## src/rtl/fsmc_pkg.sv

```systemverilog
// rtl/fsmc_pkg.sv - shared types and constants for the multiplexed MCU bus initiator
package fsmc_pkg;

  localparam int AD_W   = 16;
  localparam int ADDR_W = 19;

  localparam int DEF_ADDSET  = 2;
  localparam int DEF_ADDHLD  = 1;
  localparam int DEF_DATAST  = 4;
  localparam int DEF_BUSTURN = 1;
  localparam int DEF_CNT_W   = 4;

  typedef enum logic [2:0] {
    ST_IDLE,
    ST_ADDR,
    ST_AHOLD,
    ST_DATA,
    ST_TURN
  } fsmc_state_e;

endpackage

```

## src/rtl/fsmc_phase_cnt.sv

```systemverilog
// rtl/fsmc_phase_cnt.sv - loadable phase down-counter with last-cycle flag
//   clk, rst     : clock, synchronous active-high reset
//   load         : load load_val (phase length - 1) at this edge
//   freeze       : hold the current count
//   last         : count is zero, i.e. this is the final cycle of the phase
module fsmc_phase_cnt #(
  parameter int CNT_W = 4
) (
  input  logic             clk,
  input  logic             rst,
  input  logic             load,
  input  logic [CNT_W-1:0] load_val,
  input  logic             freeze,
  output logic             last
);

  logic [CNT_W-1:0] cnt;

  always_ff @(posedge clk) begin
    if (rst) begin
      cnt <= '0;
    end else if (load) begin
      cnt <= load_val;
    end else if (!freeze) begin
      cnt <= cnt - 1'b1;
    end
  end

  assign last = (cnt == '0);

endmodule

```

## src/rtl/fsmc_mux_master.sv

```systemverilog
// rtl/fsmc_mux_master.sv - initiator for the 16-bit multiplexed address/data MCU bus
//   CLK, RST            : clock, synchronous active-high reset
//   REQ, WR, ADDR, WDATA: request and its captured parameters (sampled while BUSY=0)
//   BUSY, DONE, RDATA   : status, one-cycle completion pulse, read data
//   NE, NADV, NOE, NWE  : active-low bus strobes
//   A16..A18, AD_OUT    : address/data drive; AD_OE enables the AD pad driver
//   AD_IN               : AD pad input
//   NWAIT               : active-low wait input, present only with FSMC_NWAIT_EN
module fsmc_mux_master
  import fsmc_pkg::*;
#(
  parameter int ADDSET  = DEF_ADDSET,
  parameter int ADDHLD  = DEF_ADDHLD,
  parameter int DATAST  = DEF_DATAST,
  parameter int BUSTURN = DEF_BUSTURN,
  parameter int CNT_W   = DEF_CNT_W
) (
  input  logic              CLK,
  input  logic              RST,
  input  logic              REQ,
  input  logic              WR,
  input  logic [ADDR_W-1:0] ADDR,
  input  logic [AD_W-1:0]   WDATA,
  output logic              BUSY,
  output logic              DONE,
  output logic [AD_W-1:0]   RDATA,
  output logic              NE,
  output logic              NADV,
  output logic              NOE,
  output logic              NWE,
  output logic              A16,
  output logic              A17,
  output logic              A18,
  output logic [AD_W-1:0]   AD_OUT,
  output logic              AD_OE,
  input  logic [AD_W-1:0]   AD_IN
`ifdef FSMC_NWAIT_EN
  ,
  input  logic              NWAIT
`endif
);

  if (ADDSET < 1 || ADDHLD < 1 || DATAST < 1 || BUSTURN < 1) begin : g_zero_timing
    $error("fsmc_mux_master: timing parameters must be at least 1");
  end
  if (ADDSET > (1 << CNT_W) || ADDHLD > (1 << CNT_W) ||
      DATAST > (1 << CNT_W) || BUSTURN > (1 << CNT_W)) begin : g_wide_timing
    $error("fsmc_mux_master: timing parameter exceeds counter range");
  end

  localparam logic [CNT_W-1:0] ADDSET_LD  = CNT_W'(ADDSET - 1);
  localparam logic [CNT_W-1:0] ADDHLD_LD  = CNT_W'(ADDHLD - 1);
  localparam logic [CNT_W-1:0] DATAST_LD  = CNT_W'(DATAST - 1);
  localparam logic [CNT_W-1:0] BUSTURN_LD = CNT_W'(BUSTURN - 1);

  fsmc_state_e       state, state_d;
  logic              pending, pending_d;
  logic              accept, rd_capture, done_d, busy_d;
  logic              wr_q;
  logic [ADDR_W-1:0] addr_q;
  logic [AD_W-1:0]   wdata_q;
  logic              cnt_load, cnt_freeze, cnt_last;
  logic [CNT_W-1:0]  cnt_val;
  logic              nwait_ok;
  logic              ne_d, nadv_d, noe_d, nwe_d, ad_oe_d;
  logic [AD_W-1:0]   ad_out_d;
  logic [2:0]        a_hi_d;

`ifdef FSMC_NWAIT_EN
  assign nwait_ok = NWAIT;
`else
  assign nwait_ok = 1'b1;
`endif

  fsmc_phase_cnt #(.CNT_W(CNT_W)) u_phase_cnt (
    .clk      (CLK),
    .rst      (RST),
    .load     (cnt_load),
    .load_val (cnt_val),
    .freeze   (cnt_freeze),
    .last     (cnt_last)
  );

  // The accept edge only captures the request; the bus phase starts one edge
  // later from the captured copy, which also yields the idle gap between
  // back-to-back transactions.
  always_comb begin
    state_d    = state;
    pending_d  = pending;
    accept     = 1'b0;
    rd_capture = 1'b0;
    done_d     = 1'b0;
    cnt_load   = 1'b0;
    cnt_val    = '0;
    cnt_freeze = 1'b0;
    case (state)
      ST_IDLE: begin
        cnt_freeze = 1'b1;
        if (pending) begin
          state_d   = ST_ADDR;
          pending_d = 1'b0;
          cnt_load  = 1'b1;
          cnt_val   = ADDSET_LD;
        end else if (REQ) begin
          accept    = 1'b1;
          pending_d = 1'b1;
        end
      end
      ST_ADDR: if (cnt_last) begin
        state_d  = ST_AHOLD;
        cnt_load = 1'b1;
        cnt_val  = ADDHLD_LD;
      end
      ST_AHOLD: if (cnt_last) begin
        state_d  = ST_DATA;
        cnt_load = 1'b1;
        cnt_val  = DATAST_LD;
      end
      ST_DATA: if (cnt_last) begin
        if (nwait_ok) begin
          state_d    = ST_TURN;
          cnt_load   = 1'b1;
          cnt_val    = BUSTURN_LD;
          rd_capture = !wr_q;
        end else begin
          cnt_freeze = 1'b1;
        end
      end
      ST_TURN: if (cnt_last) begin
        state_d = ST_IDLE;
        done_d  = 1'b1;
      end
      default: state_d = ST_IDLE;
    endcase
  end

  assign busy_d = pending_d || (state_d != ST_IDLE);

  // Bus pins are decoded from the next state so they are registered yet
  // aligned with the state they belong to.
  always_comb begin
    ne_d     = 1'b1;
    nadv_d   = 1'b1;
    noe_d    = 1'b1;
    nwe_d    = 1'b1;
    ad_oe_d  = 1'b0;
    ad_out_d = AD_OUT;
    a_hi_d   = {A18, A17, A16};
    case (state_d)
      ST_ADDR: begin
        ne_d     = 1'b0;
        nadv_d   = 1'b0;
        ad_oe_d  = 1'b1;
        ad_out_d = addr_q[AD_W-1:0];
        a_hi_d   = addr_q[ADDR_W-1:AD_W];
      end
      ST_AHOLD: begin
        ne_d    = 1'b0;
        ad_oe_d = 1'b1;
      end
      ST_DATA: begin
        ne_d = 1'b0;
        if (wr_q) begin
          nwe_d    = 1'b0;
          ad_oe_d  = 1'b1;
          ad_out_d = wdata_q;
        end else begin
          noe_d = 1'b0;
        end
      end
      // Write data stays driven through turnaround as hold time after NWE.
      ST_TURN: ad_oe_d = wr_q;
      default: ;
    endcase
  end

  always_ff @(posedge CLK) begin
    if (RST) begin
      state   <= ST_IDLE;
      pending <= 1'b0;
      wr_q    <= 1'b0;
      addr_q  <= '0;
      wdata_q <= '0;
      BUSY    <= 1'b0;
      DONE    <= 1'b0;
      RDATA   <= '0;
      NE      <= 1'b1;
      NADV    <= 1'b1;
      NOE     <= 1'b1;
      NWE     <= 1'b1;
      AD_OE   <= 1'b0;
      AD_OUT  <= '0;
      {A18, A17, A16} <= 3'b000;
    end else begin
      state   <= state_d;
      pending <= pending_d;
      if (accept) begin
        wr_q    <= WR;
        addr_q  <= ADDR;
        wdata_q <= WDATA;
      end
      if (rd_capture) begin
        RDATA <= AD_IN;
      end
      BUSY    <= busy_d;
      DONE    <= done_d;
      NE      <= ne_d;
      NADV    <= nadv_d;
      NOE     <= noe_d;
      NWE     <= nwe_d;
      AD_OE   <= ad_oe_d;
      AD_OUT  <= ad_out_d;
      {A18, A17, A16} <= a_hi_d;
    end
  end

endmodule

```

## config.mk

```make
export PLATFORM = sky130hd
export DESIGN_NAME = fsmc_mux_master
export DESIGN_NICKNAME = d
export VERILOG_FILES = /design/src/rtl/fsmc_pkg.sv /design/src/rtl/fsmc_phase_cnt.sv /design/src/rtl/fsmc_mux_master.sv
export SDC_FILE = /design/constraint.sdc
export NUM_CORES = 1
export LEC_CHECK = 0
export BUFFER_PORTS_ARGS = -buffer_cell sky130_fd_sc_hd__buf_2
export CAP_MARGIN = 10
export CELL_PAD_IN_SITES_DETAIL_PLACEMENT = 0
export CELL_PAD_IN_SITES_GLOBAL_PLACEMENT = 1
export CORE_MARGIN = 2
export CORE_UTILIZATION = 23
export DETAILED_ROUTE_END_ITERATION = 8
export GPL_ROUTABILITY_DRIVEN = 0
export GPL_TIMING_DRIVEN = 0
export PLACE_DENSITY = 0.52
export SETUP_SLACK_MARGIN = 0.15
export SYNTH_ARGS = -nofsm -noshare
export SYNTH_HDL_FRONTEND = slang
export SYNTH_SLANG_ARGS = --single-unit
```

## constraint.sdc

```tcl
create_clock -name CLK -period 2.47 [get_ports CLK]
set_clock_uncertainty 0.2 [all_clocks]
set_input_delay 0.247 -clock CLK [delete_from_list [all_inputs] [get_ports CLK]]
set_output_delay 0.247 -clock CLK [all_outputs]
set_load 0.005 [all_outputs]
```

; ---- Word-level counts from Yosys, hierarchy flattened
; Index checks and enable logic that the tools add are counted.
[totals]
register_bits = 86
latchBits = 0
mem_bits_rw = 0
romBits = 0
output_inout_bits = 42
memories = 0
[classes]
addsub = 1
n_mul = 0
div_mod_pow = 0
order_cmp = 0
n_eq_ne = 10
shift = 0
muxes = 28
bitwise = 2
reduce_logical = 12
[ops]
columns = operator, n
row1 = $pmux W16 S2, 1
row2 = $mux W16, 1
row3 = $mux W3, 5
row4 = $pmux W3 S5, 1
row5 = $mux W1, 14
row6 = $eq A3 B2 Y1 const B, 4
row7 = $mux W4, 2
row8 = $eq A3 B1 Y1 const B, 2
row9 = $eq A3 B3 Y1 const B, 2
row10 = $reduce_or A2 Y1, 3
row11 = $reduce_or A3 Y1, 2
row12 = $logic_not A4 Y1, 1
row13 = $ne A2 B2 Y1 const B, 2
row14 = $pmux W2 S2, 1
row15 = $sub A4 B1 Y4 const B, 1
row16 = $logic_not A3 Y1, 1
row17 = $pmux W1 S3, 1
row18 = $reduce_bool A3 Y1, 1
row19 = $mux W2, 1
row20 = $not A1 Y1, 2
row21 = $pmux W1 S2, 1
row22 = $reduce_and A2 Y1, 1
row23 = $reduce_bool A2 Y1, 1
row24 = $logic_not A1 Y1, 1
row25 = $logic_or A1 B1 Y1, 1

; ---- Logic depth before layout (Yosys ltp)
; Gate-level depths: netlist of the first run.
[depth]
ltp_word = 6
mapped_depth = 8

; ---- Modules after synthesis
; Synthesis of the first run repeated with hierarchy kept, for this count alone.
[hier_totals]
cells_unflattened = 398
area_unflattened_um2 = 3363.2
[modules_own_cells]
columns = mod, instances, cells_each, area_each_um2, seq_area_each_um2
row1 = fsmc_mux_master, 1, 372, 3136.8, 1641.6
row2 = fsmc_phase_cnt, 1, 26, 226.5, 80.1

; ---- Least setup slack after synthesis of the first run
; No wires, ideal clock.
[synth_path]
path_kind = register -> register
from = register u_phase_cnt.cnt[0]
to = register AD_OUT[10]
setup_ns = 0.145
arrival_time_ns = 1.895
setup_slack_ns = 0.231
stages_incl_launch_ff = 8
path_cell_list = dfxtp_1 inv_1 ha_1 nor3b_4 mux2i_4 buf_8 mux2i_1 a211oi_2
[synth_via]
elab_chain_len = 6
elab_cells_between_ends = 12
classes_between = 3 x eq/ne / 6 x mux / 3 x reduce/logical
[synth_rtl]
columns = item, line_no
row1 = from (decl), fsmc_phase_cnt.sv:17  ; logic [CNT_W-1:0] cnt;
row2 = from (signal assigned), fsmc_phase_cnt.sv:23  ; cnt <= load_val;
row3 = from (signal assigned), fsmc_phase_cnt.sv:25  ; cnt <= cnt - 1'b1;
row4 = $logic_not A4 Y1 (*), fsmc_phase_cnt.sv:29  ; assign last = (cnt == '0);
row5 = $mux W3 (on tied branches), --
row6 = $pmux W3 S5 (*), fsmc_mux_master.sv:96  ; case (state)
row7 = $eq A3 B2 Y1 or $eq A3 B1 Y1 (tied branches), fsmc_mux_master.sv:149  ; case (state_d)
row8 = $ne A2 B2 Y1 (no source line) or $reduce_bool A2 Y1 (tied branches), --
row9 = $reduce_and A2 Y1 (no source line), --
row10 = to (signal assigned), fsmc_mux_master.sv:212  ; AD_OUT <= ad_out_d;
row11 = to (decl), fsmc_mux_master.sv:34  ; output logic [AD_W-1:0] AD_OUT,
; Every way passes the cells marked *; elsewhere a longest branch is shown, timed or not.
; A chain may end at the register's enable or synchronous reset.

; ---- Worst setup path in the final report of the first run
[layout_path]
from = register u_phase_cnt.cnt[0]
to = register AD_OUT[9]
; Same word-level chain as after synthesis.

==> flow_metrics.tcl, run 1 <==
set metrics [dict create \
    core_um2 14590 \
    clk-insertion-delay-late_ns 0.34 \
    setup_viol 0 \
    rsz0062_at_grt "no" \
    sequentialPowerShare_pct 33.6 \
    p_int_mw 3.789 \
    yosysUniqueCellTypes 44 \
    ys.warnings.count 0 \
    regToRegSetupSlack_ns 0.24 \
    dpl.hpwl_um 7654 \
    cts.sink_count 86 \
    hold_violations 0 \
    die_w_um 126.6 \
    grt_usage_pct 13.65 \
    max_freq_ghz 0.4479 \
    cp.depth 8 \
    p_sw_share_pct 34.87 \
    r2r-end "AD_OUT[9]" \
    grt_pass1_vias 3298 \
    synth_flop_cell "dfxtp_1" \
    outcome "finished clean" \
    cts_root_buffer "clkbuf_16" \
    slowest_delay_ns 0.38 \
    finalMaxSlewViolations 0 \
    yosysSeqAreaShare_pct 49.78 \
    p_leak_nw 2.060 \
    p_sw_mw 2.028 \
    p_comb_share_pct 41.0 \
    nets 617 \
    p_per_area_nw_per_um2 1125 \
    wire_per_inst_um 14.64 \
    cap_violations 0 \
    mostFrequentLayoutCells "nand2_1 (108), buf_2 (104), dfxtp_1 (85)" \
    yosys-top-cells-area "dfxtp_1 (50%), nand2_1 (12%), a21oi_1 (8.2%)" \
    dp_worst_setup_slack_ns -0.1656 \
    synthArstFlopShare_pct 0 \
    ys_ff_latch 86 \
    dr.pass1.iters 4 \
    grt_pass1_wl_um 16970 \
    clockPowerShare_pct 25.4 \
    ant_nets 0 \
    cp-end-kind "flop" \
    vias 3277 \
    rr_worst_depth 8 \
    wirelength_um 10970 \
    synth_edf_count 0 \
    final_core_util_pct 35.45 \
    period_share_pct 90.39 \
    vias_per_cell 4.375 \
    peakVddDrop_uv 404.8 \
    diodes 0 \
    holdPathEnd "BUSY" \
    drt-initial-drc-count 104 \
    cts_tree "built" \
    grt_max_degree 14 \
    port_buffers 95 \
    clkTransAtPathRegs_ns 0.06 \
    worst_pin_slew_ns 0.8103 \
    layout-drive-gt1-share_pct 28.32 \
    yosysTopAreaCell "dfxtp_1" \
    setup_ws_ns 0.2374 \
    cp.required_ns 2.45 \
    grt-ovfl-total 0 \
    design.portCount 97 \
    dp_cells 676 \
    path_class "reg2reg" \
    antenna_found_initial 0 \
    syn_area_um2 3458 \
    instances_no_fill 749 \
    timing.rr.start "u_phase_cnt.cnt[0]" \
    cts_max_level 3 \
    route.detailed.drc 0 \
    crit_path_start_kind "flop" \
    hold_class "in2reg" \
    hold_start "REQ" \
    cp_cell_sequence "inv_2 -> ha_4 -> nor3b_4 -> buf_4 -> mux2i_4 -> clkbuf_16 -> mux2i_2 -> a211oi_2" \
    min_period_ns 2.233 \
    slew_headroom_pct 45.98 \
    syn_area_per_cell_um2 8.711 \
    start_util_pct 23.70 \
    area_growth_syn_to_layout_pct 49.57 \
    critPathTopFamily "multiplexers" \
    hold_depth 4 \
    final_common_cell "nand2_1" \
    synthCells 397 \
    clk_path_buf_depth 2 \
    path_max_fanout 5 \
    synth_top_cell_area_share_pct 49.78 \
    die_area_um2 16030 \
    worstPathArrival_ns 2.22 \
    rows 44 \
    synth_nets 453 \
    numCtsBuffers 9 \
    die_y_um 126.6 \
    cp_num_buf_inv 3 \
    slowest_stage "mux2i_4" \
]
==> worst max path at each step <==
stage,slack (ns),to,startpoint
CTS,0.12,RDATA[10],u_phase_cnt.cnt[0]
finish,0.24,AD_OUT[9],u_phase_cnt.cnt[0]
global route,0.14,AD_OUT[2],u_phase_cnt.cnt[0]
global placement,-0.15,AD_OUT[9],u_phase_cnt.cnt[0]
detailed placement,-0.17,AD_OUT[10],u_phase_cnt.cnt[0]
floorplan,0.23,AD_OUT[10],u_phase_cnt.cnt[0]
==> state kept, by name, summed over array words and instances, names as in the netlist <==
register	cells
DONE	1
wdata_q	16
wr_q	1
u_phase_cnt.cnt	4
NWE	1
AD_OE	1
A18	1
pending	1
NOE	1
A17	1
NE	1
state	3
BUSY	1
addr_q	19
AD_OUT	16
NADV	1
RDATA	16
A16	1
==> cell usage after synthesis, types with 2 or more instances <==
library cell and number:
clkbuf_1 20, a211oi_1 7, dfxtp_1 86, nand2b_1 2, a21oi_1 57, or3_1 3, o21ai_0 3, nand3b_1 2
inv_1 3, nor2_1 15, nand2_1 109, buf_6 2, mux2i_1 20, xor2_1 2, a211oi_2 10, buf_2 9
xnor2_1 2, o21bai_1 2, nor3_1 18
==> cells by family after synthesis <==
group | Yosys count | share of synthesized area (%)
AOI/OAI and AO/OA | 87 | 16.46
xor gates and xnor gates | 4 | 1.013
adders and majority gates | 1 | 0.3617
buffers and inverters | 35 | 4.884
DFF | 86 | 49.78
muxes | 21 | 6.440
and+or+nand+nor | 163 | 21.06
==> layer usage <==
| layer | global-route usage, % | vias up | share of wire, % |
|---|---|---|---|
| met4 | 3.943 | 0 | 0.92 |
| met5 | 0 | - | 0 |
| met2 | 22.81 | 54 | 49 |
| met1 | 17.73 | 1525 | 47 |
| li1 | - | 1690 | - |
| met3 | 2.952 | 8 | 3.6 |
==> repair_timing <==
item                                   4_1_cts  5_1_grt
setup buffers                                4        1
endpoints found under the hold margin       51        1
setup endpoints to repair                   27       59
hold buffers                                51        1
resized for setup                            5       18
cloned                                       0        1
==> final cells by class <==
| type | count | area [um2] |
|---|---|---|
| plain buffers | 32 | 168.9 |
| clock buffers | 11 | 252.7 |
| clock inverters | 4 | 70.07 |
| fillers | 1538 | 9417 |
| inverters | 3 | 11.26 |
| multi-input cells | 276 | 1645 |
| flip-flops and latches | 86 | 1723 |
| well taps | 184 | 230.2 |
| repair buffers | 153 | 1071 |
==> power by group through the flow <==
stage          combinational (mW)  clock (mW)  sequential (mW)
2_1_floorplan                1.44           0             1.94
3_3_place_gp                 2.04           0             1.97
3_5_place_dp                 2.06           0             1.97
4_1_cts                      2.26        1.53             1.95
5_1_grt                      2.62        1.58             2.00
6_report                     2.39        1.48             1.95
==> per-stage QoR <==
stage	setup TNS [ns]	instance area (um2)	hold WS, ns	total power [mW]
after floorplan	0	3458	0.1830	3.381
after global placement	-1.245	4164	0.2384	4.004
after detailed placement	-1.476	4164	0.2450	4.030
after CTS	0	5061	0.004617	5.739
after global routing	0	5172	0.1499	6.204
final	0	5172	0.1048	5.817
==> worst register-to-register path, stage by stage, from the launching register on <==
cell,delay (ns)
dfxtp_1,0.33
inv_2,0.09
ha_4,0.16
nor3b_4,0.21
buf_4,0.16
mux2i_4,0.38
clkbuf_16,0.24
mux2i_2,0.22
a211oi_2,0.09
(Power assumes the default switching activity.)
==> inputs of run 2 (changes only) <==
CAP_MARGIN = 0   (was 10)
CORE_UTILIZATION = 38   (was 23)
PLACE_DENSITY = 0.79   (was 0.52)
==> flow_metrics.tcl, run 2 (synthesis gave the netlist of run 1 again) <==
set metrics [dict create \
    hold_class "in2reg" \
    min_period_ns 2.218 \
    cts_tree "built" \
    ant_nets 0 \
    cap_violations 0 \
    diodes 0 \
    rsz0062_at_grt "no" \
    drt-initial-drc-count 118 \
    die_area_um2 9880 \
    design.portCount 97 \
    port_buffers 95 \
    nets 615 \
    grt-ovfl-total 0 \
    finalMaxSlewViolations 0 \
    layout-drive-gt1-share_pct 26.95 \
    slew_headroom_pct 50.52 \
    antenna_found_initial 0 \
    grt_pass1_vias 3106 \
    period_share_pct 89.82 \
    setup_ws_ns 0.2515 \
    worstPathArrival_ns 2.22 \
    placed_area_um2 4069 \
    hold_start "REQ" \
    hold_violations 0 \
    crit_path_start_kind "flop" \
    clkTransAtPathRegs_ns 0.09 \
    p_leak_nw 1.986 \
    start_util_pct 39.46 \
    peakVddDrop_uv 445.1 \
    grt_pass1_wl_um 15360 \
    largest_reg_flops 19 \
    cp.required_ns 2.48 \
    route.detailed.drc 0 \
    wirelength_um 9622 \
    wire_per_inst_um 14.32 \
    r2r-end "AD_OUT[8]" \
    worst_pin_slew_ns 0.7422 \
    numCtsBuffers 9 \
    cts_max_level 3 \
    path_class "reg2reg" \
    area_growth_syn_to_layout_pct 41.93 \
    timing.rr.start "wr_q" \
    vias_per_cell 4.911 \
    holdPathEnd "BUSY" \
    grt_max_degree 15 \
    path_max_fanout 10 \
    mostFrequentLayoutCells "nand2_1 (108), buf_2 (103), dfxtp_1 (86)" \
    die_y_um 99.40 \
    rows 34 \
    crit_path_start "wr_q" \
    setup_viol 0 \
    vias 3300 \
    top_register "addr_q" \
    instances_no_fill 672 \
    clk_path_buf_depth 2 \
    p_per_area_nw_per_um2 1082 \
    die_w_um 99.40 \
    regToRegSetupSlack_ns 0.25 \
    dr.pass1.iters 4 \
    max_freq_ghz 0.4508 \
    core_um2 8763 \
    cp-end-kind "flop" \
    grt_usage_pct 19.65 \
    rr_worst_depth 6 \
    fin_area_um2 4908 \
    dp_worst_setup_slack_ns -0.1399 \
    hold_depth 4 \
    clk-insertion-delay-late_ns 0.36 \
    final_common_cell "nand2_1" \
    cts.sink_count 86 \
    cts_root_buffer "clkbuf_8" \
    dpl.hpwl_um 6397 \
    outcome "finished clean" \
    dp_cells 600 \
]
## run 2: through the flow
step / power [mW] / utilization [%] / hold WS [ns] / TNS [ns]
finish: 5.310 / 56.01 / 0.1079 / 0
global route: 5.649 / 56.01 / 0.09850 / 0
CTS: 5.232 / 55.40 / 0.07776 / 0
detailed placement: 3.959 / 46.43 / 0.2418 / -0.7136
global placement: 3.931 / 46.43 / 0.2367 / -0.7446
floorplan: 3.381 / - / 0.1830 / 0
## run 2: cell type report
| cell class | count | area [um2] |
|---|---|---|
| Sequential cell | 86 | 1722 |
| Clock buffer | 11 | 141.4 |
| Clock inverter | 5 | 81.33 |
| Buffer | 32 | 163.9 |
| Fill cell | 815 | 3855 |
| Inverter | 3 | 11.26 |
| Tap cell | 108 | 135.1 |
| Timing Repair Buffer | 151 | 1026 |
| Multi-Input combinational cell | 276 | 1628 |
## run 2: repair_timing
item                                    4_1_cts  5_1_grt
hold buffers                                 52        0
pin swaps                                     0        1
gates cloned                                  0        0
gates resized for setup                       3       13
buffers inserted                              4        0
endpoints found under the hold margin        52        0
endpoints found under the setup margin       17       59
## run 2: layer usage
metal	vias up	global-route usage, %	share of wire (%)
met3	12	4.989	4.7
met1	1526	26.37	45
met5	-	0	0
met2	92	31.65	49
met4	0	5.163	1.2
li1	1670	-	-
## run 2: how the worst max path moves through the flow
stage	end	slack [ns]	depth (start not counted)
2_1_floorplan	AD_OUT[10]	0.23	7
3_3_place_gp	AD_OUT[7]	-0.15	7
3_5_place_dp	AD_OUT[7]	-0.14	7
4_1_cts	A16	0.18	8
5_1_grt	AD_OUT[6]	0.14	9
6_report	AD_OUT[8]	0.25	6
## run 2: critical path, cell delays in order (launching register included)
cell and delay (ns):
dfxtp_1 0.55, or3b_1 0.43, o22ai_4 0.30, or2_1 0.14, buf_2 0.17, buf_6 0.19
a211oi_2 0.08
## run 2: where the power goes
group	switching, mW	total, mW	internal, mW
clock	0.514	1.11	0.600
combinational	1.22	2.26	1.04
sequential	0.209	1.94	1.73
total	1.94	5.31	3.37
